--- src/rtl/dcache_write_buffer.sv ---
// Line-granular posted write buffer between the D-cache memory port and slow data memory.
// Write-backs are acked in one cycle and drained in the background; reads forward from
// the buffer (youngest match) or go to memory ahead of pending drains.
module dcache_write_buffer #(
  parameter int unsigned DEPTH  = 4,
  parameter int unsigned ADDR_W = 28,
  parameter int unsigned LINE_W = 128
) (
  input  logic              clk,
  input  logic              rst_n,
  input  logic              cache_read,
  input  logic              cache_write,
  input  logic [ADDR_W-1:0] cache_addr,
  input  logic [LINE_W-1:0] cache_wdata,
  output logic [LINE_W-1:0] cache_rdata,
  output logic              cache_ready,
  output logic              mem_read,
  output logic              mem_write,
  output logic [ADDR_W-1:0] mem_addr,
  output logic [LINE_W-1:0] mem_wdata,
  input  logic [LINE_W-1:0] mem_rdata,
  input  logic              mem_ready,
  output logic              wb_empty
);

  localparam int unsigned PTR_W = (DEPTH > 1) ? $clog2(DEPTH) : 1;
  localparam int unsigned CNT_W = PTR_W + 1;

  typedef enum logic [1:0] {S_IDLE, S_RD, S_WR} state_t;

  state_t            state, state_n;
  logic [ADDR_W-1:0] addr_q [DEPTH];
  logic [LINE_W-1:0] data_q [DEPTH];
  logic [PTR_W-1:0]  head, tail;
  logic [CNT_W-1:0]  count, count_n;
  logic              rd_pend;

  logic              sample, wr_acc, rd_req, rd_hit, rd_miss, push, pop, head_busy;
  logic              hit, co_hit;
  logic [PTR_W-1:0]  hit_idx, co_idx;

  // Physical slot holding the k-th oldest entry.
  function automatic logic [PTR_W-1:0] slot(input logic [PTR_W-1:0] h, input int k);
    return h + PTR_W'(k);
  endfunction

  // New requests are only looked at when nothing is being served or acked.
  assign sample    = !cache_ready && !rd_pend;
  assign wr_acc    = sample && cache_write && (count < CNT_W'(DEPTH));
  assign rd_req    = sample && cache_read && !cache_write;
  assign rd_hit    = rd_req && hit;
  assign rd_miss   = rd_req && !hit;
  assign push      = wr_acc && !co_hit;
  assign pop       = (state == S_WR) && mem_ready;
  assign head_busy = (state == S_WR) || (state_n == S_WR);
  assign count_n   = count + CNT_W'(push) - CNT_W'(pop);

  // Read forwarding: youngest valid entry matching the request address.
  always_comb begin
    hit     = 1'b0;
    hit_idx = '0;
    for (int k = 0; k < int'(DEPTH); k++) begin
      if ((CNT_W'(k) < count) && (addr_q[slot(head, k)] == cache_addr)) begin
        hit     = 1'b1;
        hit_idx = slot(head, k);
      end
    end
  end

  // Coalesce target: matching entry other than a head that is (or is about to be) draining.
  always_comb begin
    co_hit = 1'b0;
    co_idx = '0;
    for (int k = 0; k < int'(DEPTH); k++) begin
      if ((CNT_W'(k) < count) && (addr_q[slot(head, k)] == cache_addr) &&
          !((k == 0) && head_busy)) begin
        co_hit = 1'b1;
        co_idx = slot(head, k);
      end
    end
  end

  // Memory FSM next state: read misses beat drains, transactions run to mem_ready.
  always_comb begin
    state_n = state;
    unique case (state)
      S_IDLE: begin
        if (rd_pend || rd_miss)  state_n = S_RD;
        else if (count != '0)    state_n = S_WR;
      end
      S_RD:    if (mem_ready) state_n = S_IDLE;
      S_WR:    if (mem_ready) state_n = S_IDLE;
      default: state_n = S_IDLE;
    endcase
  end

  // Line storage: push at tail or overwrite a coalesce target in place.
  always_ff @(posedge clk) begin
    if (push) begin
      addr_q[tail] <= cache_addr;
      data_q[tail] <= cache_wdata;
    end else if (wr_acc && co_hit) begin
      data_q[co_idx] <= cache_wdata;
    end
  end

  // State, pointers and registered outputs.
  always_ff @(posedge clk or negedge rst_n) begin
    if (!rst_n) begin
      state       <= S_IDLE;
      head        <= '0;
      tail        <= '0;
      count       <= '0;
      rd_pend     <= 1'b0;
      cache_ready <= 1'b0;
      cache_rdata <= '0;
      mem_read    <= 1'b0;
      mem_write   <= 1'b0;
      mem_addr    <= '0;
      mem_wdata   <= '0;
      wb_empty    <= 1'b1;
    end else begin
      state       <= state_n;
      count       <= count_n;
      if (push) tail <= tail + PTR_W'(1);
      if (pop)  head <= head + PTR_W'(1);

      if (rd_miss)                         rd_pend <= 1'b1;
      else if ((state == S_RD) && mem_ready) rd_pend <= 1'b0;

      cache_ready <= wr_acc || rd_hit || ((state == S_RD) && mem_ready);
      if (rd_hit)                            cache_rdata <= data_q[hit_idx];
      else if ((state == S_RD) && mem_ready) cache_rdata <= mem_rdata;

      mem_read  <= (state_n == S_RD);
      mem_write <= (state_n == S_WR);
      if ((state == S_IDLE) && (state_n == S_WR)) begin
        mem_addr  <= addr_q[head];
        mem_wdata <= data_q[head];
      end else if ((state == S_IDLE) && (state_n == S_RD)) begin
        mem_addr  <= cache_addr;
      end

      wb_empty <= (count_n == '0) && (state_n != S_WR);
    end
  end

endmodule

--- config.mk ---
export PLATFORM = sky130hd
export DESIGN_NAME = dcache_write_buffer
export DESIGN_NICKNAME = d
export VERILOG_FILES = /design/src/rtl/dcache_write_buffer.sv
export SDC_FILE = /design/constraint.sdc
export NUM_CORES = 2
export LEC_CHECK = 0
export ABC_AREA = 0
export CAP_MARGIN = 20
export CORE_MARGIN = 5
export CORE_UTILIZATION = 40
export CTS_CLUSTER_DIAMETER = 50
export CTS_CLUSTER_SIZE = 16
export DETAILED_ROUTE_END_ITERATION = 10
export SLEW_MARGIN = 20
export SYNTH_ARGS = -nofsm -noshare
export SYNTH_HDL_FRONTEND = slang
export SYNTH_SLANG_ARGS = --single-unit
--- constraint.sdc ---
create_clock -name clk -period 10.27 [get_ports clk]
set_clock_uncertainty 0.1 [all_clocks]
set_input_delay 1.5405 -clock clk [delete_from_list [all_inputs] [get_ports clk]]
set_output_delay 1.5405 -clock clk [all_outputs]
set_load 0.05 [all_outputs]
==> metrics.md <==
| Metric | Value |
|---|---|
| Status | `finished, final reports clean` |
| Total power draw | `0.0200 W` |
| Core area | `137000 µm²` |
| Max stage delay on crit path | `1.02 ns` |
| Commonest cells after routing, fill and taps aside | `nor3_1, edfxtp_1, clkdlybuf4s50_1` |
| Peak supply drop | `0.192 mV` |
| Mapped cell area | `54900 µm²` |
| Crit-path max FO | `93` |
| Pwr Density | `305 nW/µm²` |
| Skew-Pair Late Insertion Delay | `0.73 ns` |
| Crit path from | `head[0]` |
| Share of cells above drive strength 1 | `14.8%` |
| Largest net degree at the start of global routing | `246` |
| CTS Hold Bufs | `0` |
| Die ar. | `145000 µm²` |
| DIE HEIGHT | `381 µm` |
| Die X | `381 µm` |
| Leakage | `23.4 nW` |
| Largest family of logic cells by synthesized area | `multiplexers` |
| CP Cell Sequence | `buf_4 -> mux4_2 -> xnor2_1 -> nand2_1 -> nor4_1 -> nand4_1 -> o211ai_1 -> buf_4 -> buf_4 -> buf_4 -> nor3_1 -> a221oi_1 -> nand3_1 -> mux2_2 -> a21oi_1` |
| Reg clk slew, reported paths | `0.06 ns` |
| TritonCTS clock tree | `yes` |
| Port-buffer cells | `576` |
| Crit path capture | `cache_rdata[20]` |
| Antenna violations before repair | `25` |
| Least-Margin Pin Slew | `1.26 ns` |
| Total congestion overflow | `0` |
| Inst Count DP | `6785` |
| Setup CP Type | `reg -> reg` |
| Slowest cell on the critical path | `dfrtp_4` |
| Post-Syn Instances | `4892` |
| Warnings from Yosys | `0` |
| Commonest non-fill, non-tap cell in the layout | `nor3_1` |
| Fmax achieved | `136 MHz` |
| Most frequent CP cell | `buf_4` |
| Avg Cell Area, Syn | `11.2 µm²` |
| Initial Utilization | `40.1%` |
| Register bit total from synthesis | `922` |
| Register area share after synthesis | `47.7%` |
| Layout Area Growth over Synthesis | `19.3%` |
| Worst slew margin | `16.3%` |
| Vias in the first global route | `42000` |
| Hold Fails Final Rpt | `0` |
| Post-cts resize count | `0` |
| WHS | `0.388 ns` |
| Post-DRT Antenna Nets | `0` |
| Top_reg_cell synth | `edfxtp_1` |
| Final WL | `171 mm` |
| Detailed-route wire length per cell | `24.4 µm` |
| Routed vias/inst | `6.13` |
| CTS max path bufs | `3` |
| Routability cong. | `0.885` |
| Aggregate global-route resource usage | `22.8%` |
| Max cap viols | `0` |
| Final instance count without filler cells | `7031` |
| Synth Area in XOR/XNOR | `1.47%` |
| DRT Pass-1 Iters | `7` |
| Synth unique cells | `70` |
| FP Rows | `136` |
| Root buffer cell | `clkbuf_16` |
| Global-route wire length before repair | `262 mm` |
| Hold/Removal Path Class | `reg -> reg` |
| Synth Area in Compound Gates | `8.41%` |
| Post-Synth Adder-Cell Area | `0.310%` |
| Final setup viols | `0` |
| Slew Viols, Final | `0` |
| Number of enable flip-flop cells after synthesis | `624` |
| Final period utilization | `71.5%` |
| Met3 track demand over resource | `4.60%` |
| Tmin final | `7.34 ns` |
| Hold path depth | `1` |
| Hpwl dp | `105 mm` |
| Fraction of registers with async set or reset after synthesis | `32.3%` |
| Residual DRC count | `0` |
| I/O pins | `577` |
| R2R Setup Slk | `2.93 ns` |
| Syn_nets | `5194` |
| Mux share of post-synthesis cell area | `20.6%` |
| WP data arrival | `7.90 ns` |
| Number of buffers created by CTS | `119` |
| Met2 Resource Use GR | `37.2%` |
| CP Capture Type | `flip-flop` |
| Final nets | `5417` |
| R2R depth | `15` |
| RSZ-0062 raised after global routing | `false` |
| Simple-Gate Fraction of Synth Area | `16.8%` |
| Startpoint Class | `flip-flop` |
| Met1 usage | `30.4%` |
| Routed vias | `43100` |
| Number of post-CTS setup repair buffers | `0` |
| Clk sinks | `922` |
| DR iter-0 viols | `3713` |
| Filler Cell Count | `12200` |
| Worst reg2reg path startpoint | `head[0]` |
| H-tree levels | `3` |
| Setup TNS | `0 ns` |
| Global route hottest layer | `met2` |
| R2r endpoint | `cache_rdata[20]` |
| CP required | `10.82 ns` |
-- synthesized netlist by cell type (4+ instances only) --
library cell | number | area share, %
nor3_1 | 779 | 7.1
edfxtp_1 | 624 | 34
mux2i_1 | 392 | 7.1
clkbuf_1 | 362 | 2.5
mux2_2 | 298 | 6.1
dfrtp_1 | 297 | 14
nand2_1 | 293 | 2.0
nand3_1 | 262 | 2.4
a221oi_1 | 258 | 4.1
or3_1 | 257 | 2.9
mux4_2 | 169 | 6.9
a21oi_1 | 139 | 1.3
and3_1 | 134 | 1.5
a211oi_1 | 133 | 1.8
buf_2 | 86 | 0.78
xnor2_1 | 82 | 1.3
buf_6 | 31 | 0.64
buf_1 | 28 | 0.19
buf_4 | 28 | 0.38
inv_1 | 28 | 0.19
nor2_1 | 22 | 0.15
mux2_1 | 20 | 0.41
o22ai_1 | 13 | 0.15
ha_1 | 12 | 0.27
nand4_1 | 12 | 0.14
nor4_1 | 12 | 0.14
xor2_1 | 10 | 0.16
o21ai_0 | 9 | 0.082
nand2b_1 | 8 | 0.091
and2_1 | 7 | 0.080
o211ai_1 | 7 | 0.096
o221ai_1 | 7 | 0.11
a22oi_1 | 6 | 0.082
a2111oi_0 | 5 | 0.080
o2111ai_1 | 5 | 0.080
a31oi_1 | 4 | 0.046
-- stage by stage --
step | utilization, % | area [µm²] | setup WS [ns]
6_report | 47.8 | 65500 | 2.93
5_1_grt | 47.8 | 65500 | 2.54
4_1_cts | 47.7 | 65400 | 3.09
3_5_place_dp | 44.7 | 61200 | 2.68
3_3_place_gp | 44.7 | 61200 | 2.71
2_1_floorplan | - | 54900 | 2.69
-- registers in the layout, indices dropped and copies added (netlist names), 3 cells and up --
register and cells:
addr_q 112, cache_rdata 128, count 3, data_q 512, mem_addr 28, mem_wdata 128
-- logic make-up after synthesis --
group / count (synthesis)
AO/OA/AOI/OAI: 616
XOR/XNOR: 92
adder cells (fa/ha/maj): 13
buffers and inverters: 565
flip-flops: 922
multiplexers: 879
AND/OR/NAND/NOR: 1805
-- worst min path at each step --
stage                       from           end  slack (ns)
finish              mem_addr[13]  mem_addr[13]        0.39
global route        mem_addr[13]  mem_addr[13]        0.40
CTS                 mem_addr[13]  mem_addr[13]        0.39
detailed placement  mem_addr[13]  mem_addr[13]        0.38
global placement    mem_addr[13]  mem_addr[13]        0.37
floorplan                rd_pend       rd_pend        0.43
-- critical path: cells and delay by family (launching register included) --
kind                   cells  cell delay [ns]
flip-flops                 1             1.02
AND/OR/NAND/NOR            5             0.98
multiplexers               2             0.91
AO/OA/AOI/OAI              3             0.71
buffers and inverters      4             3.03
XOR/XNOR                   1             0.27
-- cell type report --
cell class / count / area [µm²] / area share, %
sequential: 922 / 26200 / 40.0
tap: 1794 / 2240 / 3.43
timing repair buffer: 639 / 6470 / 9.87
inverter: 28 / 113 / 0.172
clock inverter: 90 / 1020 / 1.55
multi-input combinational: 3405 / 26200 / 40.0
clock buffer: 138 / 3190 / 4.88
antenna: 15 / 37.5 / 0.0573
-- per-layer routing --
| layer | wire length (µm) | vias to the layer above |
|---|---|---|
| li1 | - | 19600 |
| met1 | 72600 | 21700 |
| met2 | 81700 | 1468 |
| met3 | 11800 | 271 |
| met4 | 5090 | 16 |
| met5 | 126 | - |
-- where the power goes --
part           internal [W]  switching (W)
Clock               0.00255        0.00183
Combinational       0.00405        0.00601
Sequential          0.00486       0.000699
Total                0.0115        0.00854
(Power assumes the default switching activity.)
